## config.mk

```make
export PLATFORM = sky130hd
export DESIGN_NAME = unified_mem_arbiter
export DESIGN_NICKNAME = d
export VERILOG_FILES = /design/src/rtl/unified_mem_arbiter.sv
export SDC_FILE = /design/constraint.sdc
export NUM_CORES = 1
export LEC_CHECK = 0
export CAP_MARGIN = 10
export CORE_AREA = 4 4 108 110
export DETAILED_ROUTE_END_ITERATION = 8
export DIE_AREA = 0 0 112 114
export MAX_ROUTING_LAYER = met4
export PLACE_DENSITY = 0.73
export SLEW_MARGIN = 15
export SYNTH_ARGS = -nofsm -noshare
export SYNTH_HDL_FRONTEND = slang
export SYNTH_SLANG_ARGS = --single-unit
```

## constraint.sdc

```tcl
create_clock -name clk -period 5.7 [get_ports clk]
set_input_delay 1.14 -clock clk [delete_from_list [all_inputs] [get_ports clk]]
set_output_delay 1.14 -clock clk [all_outputs]
set_load 0.05 [all_outputs]
```

## src/rtl/unified_mem_arbiter.sv

```systemverilog
// Shares one single-ported 4096x32 synchronous RAM between fetch and load/store.
// Ports: if_* fetch side, d_* load/store side, mem_* RAM side, conflict_cnt_o stats.
module unified_mem_arbiter #(
    parameter int ADDR_WIDTH   = 12,
    parameter int DATA_WIDTH   = 32,
    parameter int DATA_BYTES   = 4,
    parameter int STARVE_LIMIT = 4
) (
    input  logic                  clk,
    input  logic                  rst,
    input  logic                  if_req_i,
    input  logic [31:0]           if_addr_i,
    input  logic                  if_flush_i,
    output logic                  if_gnt_o,
    output logic                  if_rvalid_o,
    output logic [31:0]           if_rdata_o,
    input  logic                  d_req_i,
    input  logic [DATA_BYTES-1:0] d_we_i,
    input  logic [31:0]           d_addr_i,
    input  logic [DATA_WIDTH-1:0] d_wdata_i,
    output logic                  d_gnt_o,
    output logic                  d_rvalid_o,
    output logic [DATA_WIDTH-1:0] d_rdata_o,
    output logic                  mem_en_o,
    output logic [DATA_BYTES-1:0] mem_we_o,
    output logic [ADDR_WIDTH-1:0] mem_addr_o,
    output logic [DATA_WIDTH-1:0] mem_wdata_o,
    input  logic [DATA_WIDTH-1:0] mem_rdata_i,
    output logic [31:0]           conflict_cnt_o
);

    typedef enum logic [1:0] {
        OWN_NONE,
        OWN_IF,
        OWN_D
    } owner_t;

    localparam logic [3:0] LIMIT = 4'(STARVE_LIMIT);

    owner_t     owner_q, owner_d;
    logic [3:0] starve_q, starve_d;
    logic       fetch_prio;
    logic       unused_addr_bits;

    // Address bits outside the word index are ignored (wrap-around).
    assign unused_addr_bits = ^{if_addr_i[31:ADDR_WIDTH+2], if_addr_i[1:0],
                                d_addr_i[31:ADDR_WIDTH+2], d_addr_i[1:0]};

    assign fetch_prio = (starve_q == LIMIT);

    // Grants are masked during reset so every output reads 0 immediately.
    always_comb begin
        if_gnt_o = 1'b0;
        d_gnt_o  = 1'b0;
        if (!rst) begin
            if (if_req_i && (!d_req_i || fetch_prio)) begin
                if_gnt_o = 1'b1;
            end else if (d_req_i) begin
                d_gnt_o = 1'b1;
            end
        end
    end

    always_comb begin
        mem_en_o    = 1'b0;
        mem_we_o    = '0;
        mem_addr_o  = '0;
        mem_wdata_o = '0;
        if (d_gnt_o) begin
            mem_en_o    = 1'b1;
            mem_we_o    = d_we_i;
            mem_addr_o  = d_addr_i[ADDR_WIDTH+1:2];
            mem_wdata_o = d_wdata_i;
        end else if (if_gnt_o) begin
            mem_en_o   = 1'b1;
            mem_addr_o = if_addr_i[ADDR_WIDTH+1:2];
        end
    end

    // A fetch granted under flush is already stale; don't return it.
    always_comb begin
        owner_d = OWN_NONE;
        if (if_gnt_o && !if_flush_i) begin
            owner_d = OWN_IF;
        end else if (d_gnt_o && (d_we_i == '0)) begin
            owner_d = OWN_D;
        end
    end

    always_comb begin
        starve_d = starve_q;
        if (if_gnt_o || !if_req_i) begin
            starve_d = '0;
        end else if (d_gnt_o && (starve_q != LIMIT)) begin
            starve_d = starve_q + 4'd1;
        end
    end

    always_ff @(posedge clk or posedge rst) begin
        if (rst) begin
            owner_q        <= OWN_NONE;
            starve_q       <= '0;
            conflict_cnt_o <= '0;
        end else begin
            owner_q  <= owner_d;
            starve_q <= starve_d;
            if (if_req_i && d_req_i && (conflict_cnt_o != '1)) begin
                conflict_cnt_o <= conflict_cnt_o + 32'd1;
            end
        end
    end

    // A flush in the response cycle kills the returning fetch word.
    assign if_rvalid_o = (owner_q == OWN_IF) && !if_flush_i;
    assign if_rdata_o  = if_rvalid_o ? mem_rdata_i : '0;
    assign d_rvalid_o  = (owner_q == OWN_D);
    assign d_rdata_o   = d_rvalid_o ? mem_rdata_i : '0;

endmodule
```

# Word level (Yosys, flattened, before mapping)
# Index checks and enable logic that the tools add are counted.
[word_totals]
out_inout_bits = 149
in_bits = 137
ff_bits = 38
elab_cells = 41
[classes]
reduce_logical = 14
eq_ne = 5
mux = 17
add_sub_neg = 2
[ops]
columns = ["op", "n"]
rows = [
  ["32-bit two-way mux", 3],
  ["32-bit by 1-bit adder with 32-bit output, second input constant", 1],
  ["32-bit inequality test, second input constant", 1],
  ["12-bit two-way mux", 2],
  ["4-bit two-way mux", 3],
  ["1-bit logical AND", 7],
  ["1-bit two-way mux", 7],
  ["4-bit by 1-bit adder with 4-bit output, second input constant", 1],
  ["4-bit by 3-bit equality test with 1-bit output, second input constant", 1],
  ["4-bit logical NOT", 1],
  ["2-bit two-way mux", 2],
  ["4-bit by 3-bit inequality test with 1-bit output, second input constant", 1],
  ["1-bit logical NOT", 3],
  ["2-bit by 1-bit equality test with 1-bit output, second input constant", 1],
  ["2-bit equality test, second input constant", 1],
  ["1-bit logical OR", 2],
  ["2-bit nonzero test", 1],
]

# Longest topological paths before layout
# Gate-level depths: netlist of the first run.
[logic_depth]
ltp_word = 8
mapped_depth = 8
depth_no_buf = 7

# Worst setup path before layout of the first run
# OpenSTA, ideal clock, no wires.
[synth_path]
kind = "input -> output"
startpoint = "in rst"
endpoint = "out mem_wdata_o[26]"
setup_slack_ps = 912
required_time_ps = 4560
path_buffers = 2
cell_stages = 5
t_arrival_ps = 3648
path_cell_list = "clkbuf_1 inv_1 o311a_1 clkbuf_1 and2_1"
[synth_between]
elab_chain_len = 2
[synth_rtl]
columns = ["item", "line_no", "text"]
rows = [
  ["from (decl)", "10", "input logic rst,"],
  ["1-bit two-way mux", "55", "if (!rst) begin"],
  ["net d_gnt_o", "21", "output logic d_gnt_o,"],
  ["32-bit two-way mux", "69", "if (d_gnt_o) begin"],
  ["to (decl)", "27", "output logic [DATA_WIDTH-1:0] mem_wdata_o,"],
]
# The timed path passes the listed nets, and every way through them passes these cells.

# Worst setup path after layout of the first run
[layout_path]
startpoint = "in rst"
endpoint = "out mem_addr_o[6]"
[layout_between]
elab_chain_len = 3
elab_cells_between_ends = 4
classes_between = "4 x mux"
[layout_rtl]
columns = ["item", "line_no", "text"]
rows = [
  ["1-bit two-way mux", "55", ""],
  ["12-bit two-way mux", "74", "end else if (if_gnt_o) begin"],
  ["12-bit two-way mux (*)", "69", ""],
  ["to (decl)", "26", "output logic [ADDR_WIDTH-1:0] mem_addr_o,"],
]
# Mark *: on every way between the ends. The rest lies on a longest branch, timed or not.

==> results of run 1 <==
critical path, delay by kind of cell:
kind	cells	cell delay (ps)
buffers and inverters	4	1640
AOI/OAI and AO/OA	2	570
logic make-up after synthesis:
kind of cell | Yosys count | share of synthesized area
DFF | 38 | 0.3520
adders and majority gates | 3 | 0.01390
muxes | 2 | 0.007874
buffers and inverters | 24 | 0.03752
and+or+nand+nor | 187 | 0.4280
AOI/OAI and AO/OA | 21 | 0.06021
xor gates and xnor gates | 31 | 0.1005
sequential cells by signal, summed over array words and instances, names as in the netlist:
| signal | cells |
|---|---|
| starve_q | 4 |
| conflict_cnt_o | 32 |
| owner_q | 2 |
final timing paths:
check,from,end,slack (ps),depth (start not counted)
max,rst,mem_addr_o[6],1200,6
min,conflict_cnt_o[14],conflict_cnt_o[14],520,1
max reg2reg,conflict_cnt_o[0],conflict_cnt_o[1],3590,5
min reg2reg,conflict_cnt_o[14],conflict_cnt_o[14],520,1
max in group asynchronous,rst,owner_q[1],3460,3
min in group asynchronous,rst,conflict_cnt_o[7],1480,2
per-stage QoR:
step           area (um^2)  worst slack [ps]  hold slack, ps  power (mW)    util
2_1_floorplan         2701             912.2           532.4      0.5238       -
3_3_place_gp          5794              1197           484.2      0.7300  0.5416
3_5_place_dp          5794              1148           509.9      0.7324  0.5416
4_1_cts               5907              1146           521.9      0.9689  0.5522
5_1_grt               5907             932.4           531.7       1.004  0.5522
6_report              5907              1201           518.0      0.9593  0.5522
per-layer routing:
layer  global-route usage  vias up  routed length [um]
met4              0.02163        0                  97
met5                    -        -                   0
li1                     -     1510                   -
met2               0.3062      140                5986
met3              0.04297       11                 813
met1               0.1959     1421                4370
final cells by class:
type                            instances  area share
Timing Repair Buffer                  249      0.5046
Multi-Input combinational cell        244      0.2800
Sequential cell                        38      0.1610
Tap cell                              140     0.02965
Clock buffer                            6     0.01398
Inverter                                9    0.005719
Clock inverter                          1    0.005084
cell usage in the layout (no fill, tap or decap), drive strengths merged:
master,Yosys,final
nor2,14,14
mux2,1,1
nand3,10,10
nand4,15,15
nand2,12,12
or2,2,2
xor2,13,13
ha,3,3
or4,1,1
dfrtp,38,38
inv,9,9
clkdlybuf4s50,0,194
and2,102,102
nor3,8,8
buf,2,55
a22o,12,12
clkbuf,13,6
a21oi,5,5
and3,5,5
o21ai,2,2
nor3b,3,3
and4,3,3
or3,1,1
nor2b,3,3
o311a,1,1
xnor2,18,18
nand3b,1,1
bufinv,0,1
and2b,1,1
mux2i,1,1
o2111ai,1,1
nor4,6,6
power breakdown:
group / switching (mW) / internal, mW
Clock: 0.0925 / 0.140
Sequential: 0.0324 / 0.290
Combinational: 0.218 / 0.187
==> run summary, run 1 <==
The setup violation total in the final timing report was 0. Setup repair after global routing left no endpoint under its margin. The relative slew slack is 0.4802, and the required time of the worst setup path is 4560 ps. The width of the die came out at 112 um. The Yosys step of the flow raised 0 warnings.

Sort of element at the start of the critical path: a primary input. The number of library cell types mapped by synthesis is 36. In this run, synthesis produced a sequential element count of 38. The fraction of final layout cells sized beyond drive strength 1 works out to 0.1353. The tools report the sequential fraction of the synthesis area as 0.3520.

After clock tree synthesis, the clock-pin slew on the worst setup and hold paths is 80 ps. TritonCTS built the clock tree. The transition time at the pin with the least slew margin is 779.6 ps. The flow ran to the end, and the final reports show no timing, DRC or antenna violations. The biggest area contributor in the post-synthesis netlist is sky130_fd_sc_hd__dfrtp_1. On the critical path, the stage with the largest delay is an instance of sky130_fd_sc_hd__clkdlybuf4s50_1. The initialized floorplan defines 38 standard-cell rows. The logs give 934 for the final-layout fill cell count and 2 for the buffer depth of the longest clock path. The die is 114 um tall.

The logs give 0.001654 mm^2 for the total area of multi-input combinational cells and 9.290 ps for the setup skew after layout. After detailed routing, the number of vias per cell comes to 4.486. The logs give 134 for the starting DRC count in detailed routing and 286 for the count of boundary I/O pins. The largest stage delay on the critical path works out to 560 ps. After synthesis, the most frequently instantiated cells are 102 x sky130_fd_sc_hd__and2_1, 38 x sky130_fd_sc_hd__dfrtp_1, 18 x sky130_fd_sc_hd__xnor2_1.

The worst min-delay path class was flop to flop. Registers take 950.9 um^2. The mean instance size in the synthesized netlist is 8.828 um^2, and the total vias in the final route is 3082. The clock tree synthesis step divided the H-tree into 2 levels. Maximum resistive drop on vdd: 0.0003927 V. The logs give 38 for the clock net sink count and 687 for the final layout net count. The die covers 0.01277 mm^2. The critical path is of the primary input to output pin type.

The pin count of the biggest net entering global routing is 52, and the minimum clock period is 4499 ps. The finished layout holds 687 standard cells, fillers aside. The mean routed wirelength per cell is 16.40 um, and the post-CTS setup buffer count is 0.

The clock reaches the later pin of the worst-skew pair after 290 ps. The number of cells after detailed placement was 680; the placer congestion estimate was 0.8673. Dividing total power by cell area gives a power density of 162.4 mW/mm^2. Adding up every negative setup slack in the final design gives 0 ps.

Area growth from synthesis to layout: 118.7%. The tools report the final number of hold-violating endpoints as 0. By area the synthesized netlist is led by sky130_fd_sc_hd__dfrtp_1 35%, sky130_fd_sc_hd__and2_1 24%, sky130_fd_sc_hd__xnor2_1 5.8%, sky130_fd_sc_hd__xor2_1 4.2%, sky130_fd_sc_hd__a22o_1 3.9%. The tools report the maximum frequency from static timing analysis as 0.2223 GHz. The fraction of registers with async set/reset is 1.000, and the number of nets produced by synthesis is 446. The floorplan step defined a core boundary enclosing 0.01070 mm^2.

The run gives 16930 um as the wire length of the first global-routing pass. Traced cell by cell, the critical path runs through clkdlybuf4s50_1, inv_1, o311a_1, buf_4, a22o_1, buf_12. The via count of the first global-routing pass is 2962, and the total of cells resized after clock tree synthesis is 0. The most repeated cell in the gate-level netlist after synthesis is sky130_fd_sc_hd__and2_1. Number of antenna cells inserted: 0.

After synthesis the cells add up to 0.002701 mm^2. Buffers inserted during clock tree synthesis total 5. The effective utilization at floorplan came out at 0.2525. For this run, the leading register cell type out of synthesis is sky130_fd_sc_hd__dfrtp_1. The number of port buffers was 245; the wire length after detailed routing was 11270 um.

The top cell type's share of synthesized area is 0.3520, and the DRC violation count after routing is 0. Max-cap violations in this run came to 0. The run gives 3360 ps as the data arrival time at the worst-slack endpoint. The logs give 0.1694 for the overall track demand over capacity in global routing and 2.455 nW for the standby leakage power. The first-pass iteration count of the detailed router was 4. Number of buffers inserted by hold repair at cts: 0.

The worst setup path is captured at an output pin. The share of the cycle needed by the critical path after routing was 0.7892. CTS root buffer: sky130_fd_sc_hd__clkbuf_8.

Synthesis produced 306 cells. The synthesized design contains 0 enable-type register cells. The number of antenna violations at the first check in global routing is 0, and the post-detailed-route count of antenna-violating nets is 0. The max-slew violation total from the final report is 0, and the highest net fanout along the worst path is 51.

The HPWL after detailed placement is 9517 um. After global routing the overflow that remains totals 0.
(Power assumes the default switching activity.)
==> run 2: changes to the inputs <==
==> constraint.sdc (replaced) <==
create_clock -name clk -period 4.6 [get_ports clk]
set_input_delay 0.92 -clock clk [delete_from_list [all_inputs] [get_ports clk]]
set_output_delay 0.92 -clock clk [all_outputs]
set_load 0.05 [all_outputs]
==> run summary, run 2 (same netlist as run 1, synthesis figures left out) <==
The run finished with clean final reports. The tools report the number of cells after detailed placement as 680. Grouping stages by cell kind, the critical path spends the most delay in simple AND/OR/NAND/NOR gates. TritonCTS built the clock tree. In the layout the commonest cells are 194 x sky130_fd_sc_hd__clkdlybuf4s50_1, 102 x sky130_fd_sc_hd__and2_1, 52 x sky130_fd_sc_hd__buf_12. Setup repair after global routing left no endpoint under its margin. The share of the cycle needed by the critical path after routing is 0.8201, and the final-layout fill cell count is 916.

The logs give 3680 ps for the required time of the worst setup path and 0.01277 mm^2 for the floorplan die area. Number of max-cap violations: 0. The via count of the first global-routing pass was 3105. The tools report the max-slew violation total from the final report as 0. Once the clock tree was built, the setup fixing pass inserted 0 buffers.

In the routed layout, each cell is associated on average with a via count of 4.452. From synthesis to final layout, the design area changed by 119.4%. In this run the standard cell core region covers 0.01070 mm^2. The DRC violation count after routing was 0. On the worst path, the slowest cell contributes a delay of 680 ps. In this run the tool buffered the top-level ports with 245 buffer cells. The worst path needs 3772 ps of the cycle, external delays included. Wire length after detailed routing: 11400 um.

The H-tree was split into 2 levels. Most common cell after layout, fill and taps aside: sky130_fd_sc_hd__clkdlybuf4s50_1. The run gives 4 as the first-pass iteration count of the detailed router. The tools report the starting DRC count in detailed routing as 153. The largest registers in the layout are conflict_cnt_o: 32 flops, starve_q: 4 flops, owner_q: 2 flops. The maximum frequency from static timing analysis came out at 0.2651 GHz. The tools report the wire length of the first global-routing pass as 17260 um. The pin count of the biggest net entering global routing was 39; the maximum resistive drop on vdd was 0.0003880 V.

For the overall track demand over capacity in global routing, the log shows 0.1719. The register with the most flip-flops in the layout has 32 of them. The worst min-delay path class was flop to flop. The number of buffers inserted by hold repair at cts came out at 0.

The count of nets left with antenna violations once routing finished came out at 0. For the count of boundary I/O pins, the log shows 286. The clock passes through at most 2 buffers. The width of the die came out at 112 um.

The run gives 0 as the residual overflow from global routing. Buffers inserted during clock tree synthesis total 5. The standby leakage power was 2.456 nW; the total design power was 1.185 mW. The die height works out to 114 um. Data arrives at the worst endpoint at 2850 ps.

The final-layout setup total negative slack is 0 ps. After the last flow step, the layout net total stands at 687. The congestion estimate from routability-driven global placement came to 0.8657.

The relative slew slack was 0.4514. The fraction of final layout cells sized beyond drive strength 1 was 0.1332. STA classifies the critical path endpoint as an output pin. The clock reaches the later pin of the worst-skew pair after 290 ps. The setup violation total in the final timing report was 0. After clock tree synthesis, the clock-pin slew on the worst setup and hold paths is 80 ps.

In this run the critical register-to-register path is launched from conflict_cnt_o[0]. The buffer and inverter count on the worst path was 2. The signal on the critical path passes through clkdlybuf4s50_1, o21ai_0, and3_1, a22o_1, buf_12. Total of cells resized after clock tree synthesis: 0. CTS root buffer: sky130_fd_sc_hd__clkbuf_8. After floorplanning, the core was divided into 38 placement rows. Dividing the detail-routed wire length by the instance count gives 16.57 um.

The source of the critical timing path is d_req_i. The register containing the most flip-flops in the final layout is conflict_cnt_o. Leaving out filler cells and counting taps, the final layout contains 688.

The transition time at the pin with the least slew margin was 822.9 ps. The number of antenna cells inserted was 0; the clock net sink count was 38. The run gives 8.206 ps as the setup skew after layout. The area taken by flip-flops and latches is 950.9 um^2. Summing over every cut layer, the via total after detailed routing is 3063. HPWL after detailed placement: 9523 um. The number of antenna violations at the first check in global routing was 0; the cell area power density was 200.0 mW/mm^2. The total area of multi-input combinational cells was 0.001654 mm^2. The final number of hold-violating endpoints was 0. The cell with the largest stage delay on the worst path was sky130_fd_sc_hd__and3_1. In this run the most critical hold path is launched from conflict_cnt_o[29].

The worst setup path is of the primary input to output pin kind. The effective utilization at floorplan came out at 0.2525. Along the worst path, the maximum fanout reaches 15.

The tools report the sort of element at the start of the critical path as a primary input.
[run 2: final cells by class]
cell class,count,area share
Clock buffer,7,0.01288
Clock inverter,1,0.005068
Inverter,9,0.005701
Multi-Input combinational cell,244,0.2791
Sequential cell,38,0.1605
Tap cell,140,0.02956
Timing Repair Buffer,249,0.5072
[run 2: metal layers]
metal,up-vias,track usage,part of all wire
met5,-,-,0
met4,0,0.03205,0.013
met3,12,0.03873,0.065
met2,131,0.3106,0.53
met1,1412,0.1976,0.39
li1,1508,-,-
[run 2: path summary, 6_finish.rpt]
check	endpoint	slack, ps	cells after the start
max in group asynchronous	conflict_cnt_o[16]	2950	3
hold / removal	conflict_cnt_o[29]	500	1
setup reg to reg	conflict_cnt_o[9]	2420	6
min in group asynchronous	starve_q[1]	1310	3
setup / recovery	mem_addr_o[5]	830	5
hold reg to reg	conflict_cnt_o[29]	500	1
[run 2: worst register-to-register path: cells and delay by family, from the launching register on]
| family | cells | cell delay (ps) |
|---|---|---|
| DFF | 1 | 450 |
| xor gates and xnor gates | 1 | 180 |
| and+or+nand+nor | 3 | 520 |
| AOI/OAI and AO/OA | 1 | 670 |
| adders and majority gates | 1 | 260 |
[run 2: metrics by stage]
stage,util,hold slack (ps),instance area [um^2],setup WS [ps]
4_1_cts,0.5539,500.4,5926,811.1
5_1_grt,0.5539,528.3,5926,683.4
2_1_floorplan,-,532.4,2701,252.2
3_5_place_dp,0.5440,489.6,5819,811.1
6_report,0.5539,499.6,5926,827.6
3_3_place_gp,0.5440,482.5,5819,827.8
[run 2: power by group]
part	total (mW)	switching [mW]	internal, mW
logic	0.504	0.270	0.233
clock network	0.281	0.119	0.162
registers	0.401	0.0414	0.359
